--- src/rtl/zx_buf_pkg.sv ---
// Shared constants and helpers for the z/x result buffer.
package zx_buf_pkg;

  localparam int DEF_DATAWIDTH = 32;
  localparam int DEF_DEPTH     = 8;
  localparam int SUM_W         = DEF_DATAWIDTH + 4;
  localparam int DROP_W        = 8;

  // Occupancy needs one extra bit so that DEPTH itself is representable.
  function automatic int cnt_w(input int depth);
    return $clog2(depth) + 1;
  endfunction

endpackage

--- src/rtl/zx_result_buffer_if.sv ---
// Producer/consumer bundle for zx_result_buffer; slave is the buffer side.
interface zx_result_buffer_if
  import zx_buf_pkg::*;
#(
  parameter int DATAWIDTH = DEF_DATAWIDTH,
  parameter int DEPTH     = DEF_DEPTH
);

  localparam int CW = cnt_w(DEPTH);

  logic                   InValid;
  logic [DATAWIDTH-1:0]   Z;
  logic [DATAWIDTH-1:0]   X;
  logic                   InReady;
  logic                   Clear;
  logic                   OutValid;
  logic                   OutReady;
  logic [DATAWIDTH-1:0]   OutZ;
  logic [DATAWIDTH-1:0]   OutX;
  logic [CW-1:0]          Count;
  logic                   Overflow;
  logic [DATAWIDTH+3:0]   Sum;
  logic [DROP_W-1:0]      DropCount;

  modport master (
    output InValid, Z, X, Clear, OutReady,
    input  InReady, OutValid, OutZ, OutX, Count, Overflow, Sum, DropCount
  );

  modport slave (
    input  InValid, Z, X, Clear, OutReady,
    output InReady, OutValid, OutZ, OutX, Count, Overflow, Sum, DropCount
  );

endinterface

--- src/rtl/zx_buf_mem.sv ---
// Pair storage: one synchronous write port, one asynchronous read port, no reset.
module zx_buf_mem #(
  parameter int WIDTH = 64,
  parameter int DEPTH = 8
) (
  input  logic                     Clk,
  input  logic                     we,
  input  logic [$clog2(DEPTH)-1:0] waddr,
  input  logic [WIDTH-1:0]         wdata,
  input  logic [$clog2(DEPTH)-1:0] raddr,
  output logic [WIDTH-1:0]         rdata
);

  logic [WIDTH-1:0] mem_q [DEPTH];

  always_ff @(posedge Clk) begin
    if (we) mem_q[waddr] <= wdata;
  end

  assign rdata = mem_q[raddr];

endmodule

--- src/rtl/zx_result_buffer.sv ---
// FIFO capture stage for z/x result pairs with occupancy and sticky overflow.
// Optional statistics (Sum, DropCount) are built only when ZX_BUF_STATS_EN is defined.
module zx_result_buffer
  import zx_buf_pkg::*;
#(
  parameter int DATAWIDTH = DEF_DATAWIDTH,
  parameter int DEPTH     = DEF_DEPTH
) (
  input logic               Clk,
  input logic               Rst,
  zx_result_buffer_if.slave bus
);

  localparam int PW = $clog2(DEPTH);
  localparam int CW = cnt_w(DEPTH);
  localparam int SW = DATAWIDTH + 4;

  logic [PW-1:0]          wr_ptr_q, wr_ptr_d;
  logic [PW-1:0]          rd_ptr_q, rd_ptr_d;
  logic [CW-1:0]          count_q, count_d;
  logic                   overflow_q, overflow_d;
  logic                   in_ready, out_valid;
  logic                   push, pop, drop;
  logic [2*DATAWIDTH-1:0] rd_data;

  // Flags come from registered count only, so OutReady never reaches InReady.
  assign in_ready  = (count_q != CW'(DEPTH));
  assign out_valid = (count_q != '0);

  assign push = bus.InValid && in_ready  && !bus.Clear;
  assign pop  = out_valid   && bus.OutReady && !bus.Clear;
  assign drop = bus.InValid && !in_ready && !bus.Clear;

  zx_buf_mem #(
    .WIDTH (2*DATAWIDTH),
    .DEPTH (DEPTH)
  ) u_mem (
    .Clk   (Clk),
    .we    (push),
    .waddr (wr_ptr_q),
    .wdata ({bus.Z, bus.X}),
    .raddr (rd_ptr_q),
    .rdata (rd_data)
  );

  always_comb begin
    wr_ptr_d   = wr_ptr_q;
    rd_ptr_d   = rd_ptr_q;
    count_d    = count_q;
    overflow_d = overflow_q;
    if (bus.Clear) begin
      wr_ptr_d   = '0;
      rd_ptr_d   = '0;
      count_d    = '0;
      overflow_d = 1'b0;
    end else begin
      if (push) wr_ptr_d = wr_ptr_q + PW'(1);
      if (pop)  rd_ptr_d = rd_ptr_q + PW'(1);
      if (drop) overflow_d = 1'b1;
      case ({push, pop})
        2'b10:   count_d = count_q + CW'(1);
        2'b01:   count_d = count_q - CW'(1);
        default: count_d = count_q;
      endcase
    end
  end

  always_ff @(posedge Clk or posedge Rst) begin
    if (Rst) begin
      wr_ptr_q   <= '0;
      rd_ptr_q   <= '0;
      count_q    <= '0;
      overflow_q <= 1'b0;
    end else begin
      wr_ptr_q   <= wr_ptr_d;
      rd_ptr_q   <= rd_ptr_d;
      count_q    <= count_d;
      overflow_q <= overflow_d;
    end
  end

  assign bus.InReady  = in_ready;
  assign bus.OutValid = out_valid;
  assign bus.OutZ     = out_valid ? rd_data[2*DATAWIDTH-1:DATAWIDTH] : '0;
  assign bus.OutX     = out_valid ? rd_data[DATAWIDTH-1:0]           : '0;
  assign bus.Count    = count_q;
  assign bus.Overflow = overflow_q;

`ifdef ZX_BUF_STATS_EN
  logic [SW-1:0]     sum_q, sum_d;
  logic [DROP_W-1:0] drop_cnt_q, drop_cnt_d;

  always_comb begin
    sum_d      = sum_q;
    drop_cnt_d = drop_cnt_q;
    if (bus.Clear) begin
      sum_d      = '0;
      drop_cnt_d = '0;
    end else begin
      if (push) sum_d = sum_q + SW'(bus.Z) + SW'(bus.X);
      if (drop && (drop_cnt_q != '1)) drop_cnt_d = drop_cnt_q + DROP_W'(1);
    end
  end

  always_ff @(posedge Clk or posedge Rst) begin
    if (Rst) begin
      sum_q      <= '0;
      drop_cnt_q <= '0;
    end else begin
      sum_q      <= sum_d;
      drop_cnt_q <= drop_cnt_d;
    end
  end

  assign bus.Sum       = sum_q;
  assign bus.DropCount = drop_cnt_q;
`else
  assign bus.Sum       = '0;
  assign bus.DropCount = '0;
`endif

endmodule

--- src/flat_wrapper.sv ---
// flat-port wrapper written by rule: the top's interface ports become plain ports
module zx_result_buffer_flat import zx_buf_pkg::*;
#(
  parameter int DATAWIDTH = DEF_DATAWIDTH,
  parameter int DEPTH     = DEF_DEPTH
)
  (Clk, Rst, bus_InValid, bus_Z, bus_X, bus_Clear, bus_OutReady, bus_InReady, bus_OutValid, bus_OutZ, bus_OutX, bus_Count, bus_Overflow, bus_Sum, bus_DropCount);
  zx_result_buffer_if #(.DATAWIDTH(DATAWIDTH), .DEPTH(DEPTH)) bus_i ();
  input logic Clk;
  input logic Rst;
  input wire logic [$bits(bus_i.InValid)-1:0] bus_InValid;
  input wire logic [$bits(bus_i.Z)-1:0] bus_Z;
  input wire logic [$bits(bus_i.X)-1:0] bus_X;
  input wire logic [$bits(bus_i.Clear)-1:0] bus_Clear;
  input wire logic [$bits(bus_i.OutReady)-1:0] bus_OutReady;
  output wire logic [$bits(bus_i.InReady)-1:0] bus_InReady;
  output wire logic [$bits(bus_i.OutValid)-1:0] bus_OutValid;
  output wire logic [$bits(bus_i.OutZ)-1:0] bus_OutZ;
  output wire logic [$bits(bus_i.OutX)-1:0] bus_OutX;
  output wire logic [$bits(bus_i.Count)-1:0] bus_Count;
  output wire logic [$bits(bus_i.Overflow)-1:0] bus_Overflow;
  output wire logic [$bits(bus_i.Sum)-1:0] bus_Sum;
  output wire logic [$bits(bus_i.DropCount)-1:0] bus_DropCount;
  assign bus_i.InValid = bus_InValid;
  assign bus_i.Z = bus_Z;
  assign bus_i.X = bus_X;
  assign bus_i.Clear = bus_Clear;
  assign bus_i.OutReady = bus_OutReady;
  assign bus_InReady = bus_i.InReady;
  assign bus_OutValid = bus_i.OutValid;
  assign bus_OutZ = bus_i.OutZ;
  assign bus_OutX = bus_i.OutX;
  assign bus_Count = bus_i.Count;
  assign bus_Overflow = bus_i.Overflow;
  assign bus_Sum = bus_i.Sum;
  assign bus_DropCount = bus_i.DropCount;
  zx_result_buffer #(.DATAWIDTH(DATAWIDTH), .DEPTH(DEPTH)) u_core (.Clk(Clk), .Rst(Rst), .bus(bus_i));
endmodule
--- config.mk ---
export PLATFORM = sky130hd
export DESIGN_NAME = zx_result_buffer_flat
export DESIGN_NICKNAME = d
export VERILOG_FILES = /design/src/rtl/zx_buf_pkg.sv /design/src/rtl/zx_result_buffer_if.sv /design/src/rtl/zx_buf_mem.sv /design/src/rtl/zx_result_buffer.sv /design/src/flat_wrapper.sv
export SDC_FILE = /design/constraint.sdc
export NUM_CORES = 1
export LEC_CHECK = 0
export ABC_AREA = 1
export CORE_ASPECT_RATIO = 2
export CORE_MARGIN = 8
export CORE_UTILIZATION = 25
export DETAILED_ROUTE_END_ITERATION = 8
export PLACE_DENSITY = 0.5
export SYNTH_ARGS = -nofsm -noshare
export SYNTH_HDL_FRONTEND = slang
export SYNTH_SLANG_ARGS = --single-unit
export TNS_END_PERCENT = 10
--- constraint.sdc ---
create_clock -name Clk -period 10.7 [get_ports Clk]
set_input_delay 2.14 -clock Clk [delete_from_list [all_inputs] [get_ports Clk]]
set_output_delay 2.14 -clock Clk [all_outputs]
set_load 0.1 [all_outputs]
==> metrics.md <==
| Metric | Value |
|---|---|
| Status | `complete, no violations` |
| VDD IR max | `353.8 uV` |
| Setup bufs post-CTS | `0` |
| First-pass GRT wire length | `77.91 mm` |
| Hold Crit Depth | `2` |
| Max Clock Freq | `about 0.14 GHz` |
| WL/cell | `18.86 um` |
| Antenna violations before repair | `10` |
| Vias | `12,590` |
| Hold endpoint | `u_core.bus.Overflow$_DFFE_PP0P_` |
| CTS Buffer Depth | `3` |
| Clk network pwr share | `0.237` |
| Max Used Layer | `met5` |
| Layout cell share with drive strength beyond 1 | `0.05869` |
| Final-stage net count | `between 1,500 and 2,000` |
| Cells after DPL | `around 2,700` |
| Crit path required time | `8560 ps` |
| Switching power | `between 3000 and 4000 uW` |
| Total GRT Usage | `0.1089` |
| Die area | `0.09344 sq mm` |
| Post-synthesis cell area | `about 0.021 sq mm` |
| CTS tree | `yes` |
| Vias in the first global route | `12,240` |
| R2R Path Start | `u_core.bus.Count[0]$_DFFE_PP0P_` |
| Delay-heaviest family, CP | `buffers and inverters` |
| Sw Ratio | `0.4581` |
| Setup tns final | `0 ps` |
| Period utilisation layout | `0.6494` |
| CTS-repair resized insts | `0` |
| CP Cell Sequence | `inv_6 -> buf_4 -> o21ai_0 -> o22ai_1 -> o21ai_1 -> a31oi_1 -> clkdlybuf4s50_1` |
| Final ANT Viol Nets | `0` |
| RSZ-0062 raised after global routing | `false` |
| Synth Area in Compound Gates | `0.1184` |
| Die X | `220.2 um` |
| Critical path endpoint category | `output pin` |
| Slew of the pin with the lowest slew margin | `1230 ps` |
| Crit path from | `u_core.rd_ptr_q[0]$_DFFE_PP0P_` |
| Post-synthesis xor/xnor area fraction | `0.0004202` |
| Sequential area share after synthesis | `0.7508` |
| Worst skew pair latency | `between 500 and 600 ps` |
| Ranking of synthesized cells by area | `edfxtp_1, nor2_1, o21ai_0` |
| Placer congestion estimate | `0.7109` |
| CTS Root Cell | `clkbuf_16` |
| Final hold vios | `0` |
| Design area | `between 0.02 and 0.025 sq mm` |
| Setup crit start kind | `register` |
| Pre-antenna DRT Iters | `4` |
| Placeable Area | `0.08314 sq mm` |
| Die Y-Extent | `roughly 420 um` |
| Hold path start | `u_core.bus.Overflow$_DFFE_PP0P_` |
| DP HPWL | `26.38 mm` |
| Rows | `150` |
| Synthesized netlist cell count | `around 1,600` |
| Residual DRC count | `0` |
| Worst hold path type | `register to register` |
| Biggest area consumer among synthesized cells | `edfxtp_1` |
| Main combinational cell family by area after synthesis | `compound AO/OA/AOI/OAI gates` |
| Iter 0 DRT Violations | `1,026` |
| Grt ovf | `0` |
| Slew headroom | `0.1800` |
| Metal2 WL | `between 20 and 25 mm` |
| Setup CP Type | `register to output pin` |
| Setup violators final | `0` |
| Post-CTS Hold Buffers | `0` |
| Clock buffer count from CTS | `between 50 and 60` |
| Clk sinks | `around 520` |
| Pleak | `between 0.007 and 0.008 uW` |
| Flop pwr share | `0.316` |
| Vias per Instance | `4.488` |
| Pins Over Slew Limit | `0` |
| R2R Setup Slk | `7750 ps` |
| Adder-cell share of the synthesized area | `0.002401` |
| Yosys warnings | `0` |
| Clock Skews | `15.03 ps` |
| CTS clock-pin slew for the worst setup and hold paths | `60 ps` |
| Mux contribution to synthesized area | `0` |
| Flip-flop and latch count after synthesis | `523` |
| Avg Cell Area, Syn | `between 10 and 15 sq um` |
| Capture point of the worst reg-to-reg path | `u_core.u_mem.mem_q[2][49]$_DFFE_PP_` |
| Int Power | `between 4000 and 5000 uW` |
| Crit-path max FO | `154` |
| Worst path max stage delay | `1220 ps` |
| Top-area cell type share of the netlist area | `0.7376` |
| Power per Cell Area | `300.2 mW/mm^2` |
| Cell Area, Placed | `0.02305 sq mm` |
| CP max-delay cell | `clkdlybuf4s50_1` |
| Register-to-Register Path Depth | `7` |
| WL met3 | `roughly 3.6 mm` |
| Simple-gate share of the synthesized area | `0.08061` |
| Starting density of the core | `0.2507` |
| Layout Cells excl Fill | `approximately 2,800` |
| # IOs | `184` |
| Wire length on met1 | `24.25 mm` |
| Largest net degree at the start of global routing | `201` |
| Area growth, synth to finish | `18.35%` |
| Max-cap violations | `0` |
| Total Wirelength | `about 53 mm` |
| I/O Buffers | `139` |
| CP arrival | `slightly below 5000 ps` |
| Total power | `7406 uW` |
| Library cells used by synthesis | `27` |
| Logic pwr share | `0.447` |
| Buf/Inv on CP | `3` |
| H-tree Lvls | `2` |
| Tmin final | `around 6900 ps` |
| # fillers | `8,358` |
## through the flow
step	setup slack (ps)	hold WS, ps	utilization
floorplan	4940	549.8	-
global placement	4229	508.1	0.2773
detailed placement	4228	510.9	0.2773
CTS	3582	520.1	0.2966
global route	3350	556.3	0.2966
finish	3751	513.0	0.2967
## power groups by stage
stage          registers [uW]  logic (uW)  clock network, uW
6_report                 2340        3310               1750
5_1_grt                  2350        3490               1870
4_1_cts                  2340        3340               1800
3_5_place_dp             2390        3330                  0
3_3_place_gp             2390        3330                  0
2_1_floorplan            2430        2490                  0
## registers in the layout, summed over array words and instances, names as in the netlist
register / flops
u_core.u_mem.mem_q: 512
u_core.bus.Overflow: 1
u_core.rd_ptr_q: 3
u_core.wr_ptr_q: 3
u_core.bus.Count: 4
## per-layer routing
metal  vias to the layer above  global-route usage
met5                         -                   0
met4                        14             0.02795
met3                        82             0.02825
met2                       345              0.1695
met1                      6166              0.1492
li1                       5981                   -
## synthesized netlist by cell type, drive strengths merged
cell type / instances
xnor2: 1
nand2: 30
clkbuf: 53
nor2: 395
ha: 4
conb: 1
nand3: 8
o21ai: 329
nand3b: 1
inv: 21
buf: 96
dfrtp: 11
nand4: 2
o22ai: 65
a31oi: 64
a21oi: 3
edfxtp: 512
## worst reg2reg max path, cell delays in order (launching register included)
cell,delay [ps]
dfrtp_1,450
nor2_2,90
nand3_2,100
nand3_1,80
inv_1,100
nand2_1,250
nor2_4,650
buf_4,830
## placed cells by master (no fill, tap or decap)
| cell type | n |
|---|---|
| nand3_1 | 7 |
| a21oi_1 | 3 |
| inv_6 | 2 |
| xnor2_1 | 1 |
| clkinv_2 | 4 |
| nor2_2 | 1 |
| a31oi_1 | 64 |
| clkbuf_1 | 19 |
| o21ai_0 | 250 |
| buf_12 | 2 |
| buf_4 | 15 |
| nor2_4 | 9 |
| clkinv_1 | 9 |
| dfrtp_4 | 2 |
| nand3b_1 | 1 |
| diode_2 | 3 |
| o21ai_1 | 79 |
| nand3_2 | 1 |
| ha_1 | 4 |
| clkbuf_16 | 55 |
| nand4_1 | 2 |
| inv_1 | 17 |
| bufinv_16 | 3 |
| nand2_1 | 26 |
| inv_2 | 1 |
| clkinvlp_4 | 1 |
| nand2_2 | 4 |
| o22ai_1 | 65 |
| nor2_1 | 385 |
| conb_1 | 44 |
| inv_4 | 2 |
| clkdlybuf4s50_1 | 139 |
| edfxtp_1 | 512 |
| dfrtp_1 | 9 |
## how the worst max path moves through the flow
stage          depth (start not counted)           end
4_1_cts                                7  bus_OutX[12]
3_5_place_dp                           7  bus_OutX[12]
2_1_floorplan                          6  bus_OutZ[23]
6_report                               7  bus_OutX[12]
5_1_grt                                7   bus_OutX[3]
3_3_place_gp                           7  bus_OutX[12]
## kinds of logic (layout without fill, tap and decap cells)
group | count (synthesis) | after routing
flip-flops | 523 | 523
AO/OA/AOI/OAI | 461 | 461
AND/OR/NAND/NOR | 436 | 436
buffers and inverters | 170 | 269
adder cells (fa/ha/maj) | 4 | 4
other | 1 | 47
XOR/XNOR | 1 | 1
## cell type report
type	instances	area (sq um)	area share
Sequential cell	523	15660	0.6347
Multi-Input combinational cell	946	4433	0.1797
Timing Repair Buffer	156	1544	0.06259
Clock buffer	74	1448	0.05868
Tap cell	1064	1331	0.05396
Clock inverter	18	160.2	0.006492
Inverter	21	88.84	0.003601
Antenna cell	3	7.507	0.0003043
Note: power is estimated with default switching activity, not from simulation.
